`config.mk`:
```
export PLATFORM = sky130hd
export DESIGN_NAME = hazard_forward_unit
export DESIGN_NICKNAME = d
export VERILOG_FILES = /design/src/rtl/hazard_forward_unit.sv
export SDC_FILE = /design/constraint.sdc
export NUM_CORES = 1
export LEC_CHECK = 0
export ABC_AREA = 1
export CAP_MARGIN = 20
export CORE_UTILIZATION = 40
export CTS_CLUSTER_SIZE = 14
export DETAILED_ROUTE_END_ITERATION = 6
export PLACE_DENSITY = 0.76
export REMOVE_ABC_BUFFERS = 1
export SLEW_MARGIN = 30
export SYNTH_ARGS = -nofsm -noshare
export SYNTH_HDL_FRONTEND = slang
export SYNTH_SLANG_ARGS = --single-unit
```
`constraint.sdc`:
```
create_clock -name clk -period 1.6 [get_ports clk]
set_input_delay 0.24 -clock clk [delete_from_list [all_inputs] [get_ports clk]]
set_output_delay 0.24 -clock clk [all_outputs]
set_load 0.005 [all_outputs]
```
`src/rtl/hazard_forward_unit.sv`:
```
// Operand forwarding selects plus load-use stall controller for the pipelined MIPS core.
// Forwarding is purely combinational; the stall FSM holds PC/IF-ID and bubbles ID/EX for LOAD_LAT cycles.
module hazard_forward_unit #(
  parameter int REG_AW   = 5,
  parameter int NUM_SRC  = 2,
  parameter int NUM_FWD  = 2,
  parameter int LOAD_LAT = 2,
  parameter int CNT_W    = 16,
  localparam int SEL_W   = $clog2(NUM_FWD + 1)
) (
  input  logic                       clk,
  input  logic                       rst_n,
  input  logic [NUM_SRC*REG_AW-1:0]  ex_src_addr,
  input  logic [NUM_FWD-1:0]         fwd_wr_en,
  input  logic [NUM_FWD*REG_AW-1:0]  fwd_wr_addr,
  output logic [NUM_SRC*SEL_W-1:0]   fwd_sel,
  input  logic [NUM_SRC*REG_AW-1:0]  id_src_addr,
  input  logic [NUM_SRC-1:0]         id_src_used,
  input  logic                       ex_is_load,
  input  logic                       ex_wr_en,
  input  logic [REG_AW-1:0]          ex_wr_addr,
  input  logic                       flush,
  output logic                       pc_hold,
  output logic                       ifid_hold,
  output logic                       idex_bubble,
  output logic [CNT_W-1:0]           stall_count
);

  localparam int REM_W = $clog2(LOAD_LAT) + 1;

  typedef enum logic [0:0] {IDLE, STALL} state_t;

  state_t           state_q, state_d;
  logic [REM_W-1:0] rem_q, rem_d;
  logic [CNT_W-1:0] stall_count_q, stall_count_d;
  logic             haz;
  logic             src_hit;
  logic             stall;

  // Scanning oldest to youngest lets the youngest matching producer overwrite older ones.
  always_comb begin
    fwd_sel = '0;
    for (int i = 0; i < NUM_SRC; i++) begin
      if (ex_src_addr[i*REG_AW +: REG_AW] != '0) begin
        for (int k = NUM_FWD - 1; k >= 0; k--) begin
          if (fwd_wr_en[k] && (fwd_wr_addr[k*REG_AW +: REG_AW] == ex_src_addr[i*REG_AW +: REG_AW]))
            fwd_sel[i*SEL_W +: SEL_W] = SEL_W'(k + 1);
        end
      end
    end
  end

  always_comb begin
    src_hit = 1'b0;
    for (int i = 0; i < NUM_SRC; i++) begin
      if (id_src_used[i] && (id_src_addr[i*REG_AW +: REG_AW] == ex_wr_addr))
        src_hit = 1'b1;
    end
    haz = ex_is_load && ex_wr_en && (ex_wr_addr != '0) && src_hit;
  end

  always_comb begin
    state_d = state_q;
    rem_d   = rem_q;
    stall   = 1'b0;
    if (flush) begin
      state_d = IDLE;
      rem_d   = '0;
    end else begin
      case (state_q)
        IDLE: begin
          stall = haz;
          if (haz && (LOAD_LAT > 1)) begin
            state_d = STALL;
            rem_d   = REM_W'(LOAD_LAT - 1);
          end
        end
        STALL: begin
          stall = 1'b1;
          if (rem_q == REM_W'(1)) begin
            state_d = IDLE;
            rem_d   = '0;
          end else begin
            rem_d = rem_q - REM_W'(1);
          end
        end
        default: begin
          state_d = IDLE;
          rem_d   = '0;
        end
      endcase
    end
    // Holds must drop the instant reset asserts, not at the next edge.
    stall = stall && rst_n;
    stall_count_d = stall_count_q;
    if (stall && (stall_count_q != '1))
      stall_count_d = stall_count_q + CNT_W'(1);
  end

  always_ff @(posedge clk or negedge rst_n) begin
    if (!rst_n) begin
      state_q       <= IDLE;
      rem_q         <= '0;
      stall_count_q <= '0;
    end else begin
      state_q       <= state_d;
      rem_q         <= rem_d;
      stall_count_q <= stall_count_d;
    end
  end

  assign pc_hold     = stall;
  assign ifid_hold   = stall;
  assign idex_bubble = stall;
  assign stall_count = stall_count_q;

endmodule

```
==> summary.txt <==
Placement
  • Routability cong.: 0.8885
  • Inst Count DP: ~410
  • Setup WS pre-CTS: -0.8105 ns
  • DP Wirelength: roughly 4000 microns
  • Number of port buffers: 66

Drt
  • Drt drc: 0
  • Wire per inst: about 14 microns
  • TritonRoute pass-1 iters: 4
  • Iter 0 DRT Violations: 96
  • Total number of vias: 2178
  • Post-Route WL: between 5000 and 6000 microns
  • Via density: 5.089
  • Post-route ant nets: 0

Power
  • Seq pwr share: between 30% and 40%
  • P_leak: 1.424 nW
  • Clk pwr share: about 28%
  • Comb pwr share: about a third
  • Net switching share of the total power: about 31%
  • Power Dens Cells: 447.5 nW/um^2
  • Internal power: just under 0.9 mW
  • Max VDD drop: 0.6873 mV
  • Switching pwr: a little under 0.4 mW
  • Overall power: 1.265 mW

Critical path
  • Worst Path Arrival: 1.32 ns
  • Critical path's largest stage delay: between 0.3 and 0.4 ns
  • Reg2reg start: stall_count[0]
  • Slowest CP cell: nor4_2
  • Worst reg2reg path endpoint: stall_count[10]
  • Req. time, crit path: roughly 1.4 ns
  • Reg2reg setup slack: 0.08 ns
  • CP Max Fanout: 3
  • Crit-path cells: dlygate4sd2_1, xor2_1, nor4_2, nor2b_1, buf_2
  • Kind of critical path: in -> out
  • Worst setup EP type: output pin
  • Cells on worst reg2reg path: 9
  • Startpoint types: input port

Logic synthesis
  • Cells after synthesis: between 200 and 300
  • Cell variety after synth: 31
  • Synth Cell Area: between 1500 and 2000 sq um
  • Sequential-to-total area share from yosys stat: 26.84%
  • Avg Cell Area, Syn: between 6 and 7 sq um
  • Synth Warn #: 0
  • Seq cells post-synth: 19

GRT
  • Initial antenna violation count: 0
  • Largest net degree at the start of global routing: between 40 and 50
  • All-Layer GR Usage: roughly 25%
  • Grt total ovfl: 0
  • Vias in the first global route: ~2100
  • Global-route wire length before repair: between 8000 and 9000 microns

Floorplan
  • Initial Util: a little over two fifths
  • Core ar.: 4115 sq um
  • Die ar.: between 4000 and 5000 sq um
  • FP Rows: 23
  • Die outline height: between 60 and 70 microns
  • Die width: about 69 microns
  • I/O Pins: 67

Outcome
  • Status: completed

Final layout
  • FILL cells: 355
  • Final core occ: between 60% and 70%
  • Layout cells sized above 1: 33.60%
  • Area Overhead vs Synth: 59.53%
  • Multi-input gate area: 1209 sq um
  • # diodes: 0
  • Final non-filler cell total: 428
  • Final nets: about 430
  • Sequential cell area: around 480 sq um

Flow run
  • Max Cap Viol: 0

CTS
  • CTS Sinks: 19
  • Deepest clock path buffer count: 2
  • CTS tree: yes
  • CTS Buf Count: 3
  • Clk root buf: clkbuf_8
  • Cts hold-fix bufs: 0
  • H-Tree Depth: 1
  • Clk_lat worst skew: about 0.26 ns
  • CTS clk-pin slew, worst paths: around 0.07 ns

Timing
  • Clock skew: around 0.0026 ns
  • Final Setup Violations: 0
  • Final Worst Setup Slack: slightly below 0.04 ns
  • Final period utilization: approximately 98%
  • Slew @ Worst Pin: about 0.48 ns
  • Worst slew margin: a little under 70%
  • Final hold violations: 0
  • Achievable frequency: approximately 640 MHz
  • Minimum clock period: roughly 1.6 ns
  • RSZ-0062 raised after global routing: yes
  • Max-slew violations: 0

Worst hold path
  • Hold Crit Class: in -> async
[repair_timing]
item / 4_1_cts / 5_1_grt
buffers inserted: 5 / 5
pin swaps: 37 / 27
setup endpoints to repair: 23 / 23
resized for setup: 151 / 55
cloned: 1 / 0
[cells in the mapped netlist, drive strengths merged]
cell type / n / area [sq um]
nor3: 7 / 35.03
nor2: 25 / 103.9
inv: 51 / 193.9
nand4: 31 / 215.2
ha: 2 / 25.02
xor2: 11 / 96.34
a21oi: 5 / 36.29
or2: 1 / 6.260
nand3: 12 / 60.06
buf: 5 / 41.29
nor4: 5 / 31.28
o22ai: 3 / 18.77
a221oi: 2 / 17.52
clkinv: 1 / 3.750
nor2b: 1 / 6.260
o21ai: 3 / 15.01
clkbuf: 1 / 3.750
nand2: 86 / 327.8
xnor2: 4 / 35.03
a211oi: 2 / 15.01
dfrtp: 19 / 475.5
o2111ai: 1 / 8.760
[power groups by stage]
| stage | registers [mW] | clock network [mW] | logic [mW] |
|---|---|---|---|
| after floorplan | 0.528 | 0 | 0.118 |
| after global placement | 0.513 | 0 | 0.376 |
| after detailed placement | 0.514 | 0 | 0.382 |
| after CTS | 0.504 | 0.353 | 0.377 |
| after global routing | 0.507 | 0.372 | 0.442 |
| final | 0.505 | 0.354 | 0.406 |
[registers in the layout, indices dropped and copies added (netlist names)]
signal	count
stall_count	16
state_q	1
rem_q	2
[layer usage]
metal  up-vias  routed length, microns  GRT usage, %
li1       1104                       -             -
met1       996                    2422         28.92
met2        66                    2906         44.24
met3        12                     338         3.947
met4         0                     116         10.16
met5         -                       0             0
[area by class of cell]
cell class,instances,share of cell area [%]
sequential,19,16.95
clock buffer,4,1.594
tap,50,2.213
timing repair buffer,101,29.22
inverter,52,7.260
multi-input combinational,202,42.76
[cells by family after synthesis]
group                    synth area share (%)
AND/OR/NAND/NOR                         44.35
buffers and inverters                   13.70
flip-flops                              26.84
AO/OA/AOI/OAI                           6.285
XOR/XNOR                                7.415
adder cells (fa/ha/maj)                 1.412
[cells in the final DEF, fill, tap and decap left out, types with 2 or more instances in the layout]
| master | instances |
|---|---|
| nor2_2 | 6 |
| xor2_1 | 11 |
| dlygate4sd2_1 | 12 |
| buf_6 | 12 |
| a21oi_1 | 3 |
| dfrtp_2 | 3 |
| nand2_1 | 79 |
| nand4_1 | 29 |
| buf_4 | 32 |
| a211oi_2 | 2 |
| clkdlybuf4s15_1 | 2 |
| nand2_2 | 7 |
| nor2_1 | 17 |
| nor3_1 | 5 |
| a221oi_2 | 2 |
| nor3_2 | 2 |
| inv_1 | 34 |
| clkdlybuf4s50_1 | 17 |
| dlymetal6s2s_1 | 2 |
| inv_4 | 2 |
| nand4_4 | 2 |
| o22ai_1 | 3 |
| nand3_1 | 10 |
| clkbuf_2 | 8 |
| nor2_4 | 2 |
| nand3_2 | 2 |
| inv_2 | 14 |
| o21ai_2 | 2 |
| xnor2_1 | 4 |
| nor4_4 | 2 |
| clkbuf_8 | 3 |
| dfrtp_1 | 16 |
| buf_2 | 15 |
| nor4_1 | 2 |
[worst max-delay path, delay by kind of cell]
kind          cells  cell delay (ns)
buf+inv           2             0.40
xor+xnor          1             0.18
simple gates      2             0.49
[worst max path at each step]
stage,from,endpoint,slack [ns],cells past startpoint
3_3_place_gp,ex_wr_addr[0],ifid_hold,-0.77,12
6_report,ex_src_addr[9],fwd_sel[2],0.04,5
2_1_floorplan,ex_wr_addr[3],idex_bubble,0.06,10
3_5_place_dp,ex_wr_addr[2],idex_bubble,-0.81,12
5_1_grt,stall_count[1],stall_count[0],-0.03,9
4_1_cts,ex_src_addr[8],fwd_sel[2],0.001,6
[through the flow]
step	hold slack, ns	setup TNS [ns]	instance area [sq um]
CTS	0.05499	0	2701
floorplan	-0.05559	0	1727
global placement	0.3337	-10.43	2640
global route	0.08429	-0.1763	2826
finish	0.04763	0	2826
detailed placement	0.3291	-11.16	2640
No activity file was read; power rests on OpenSTA's default activity.
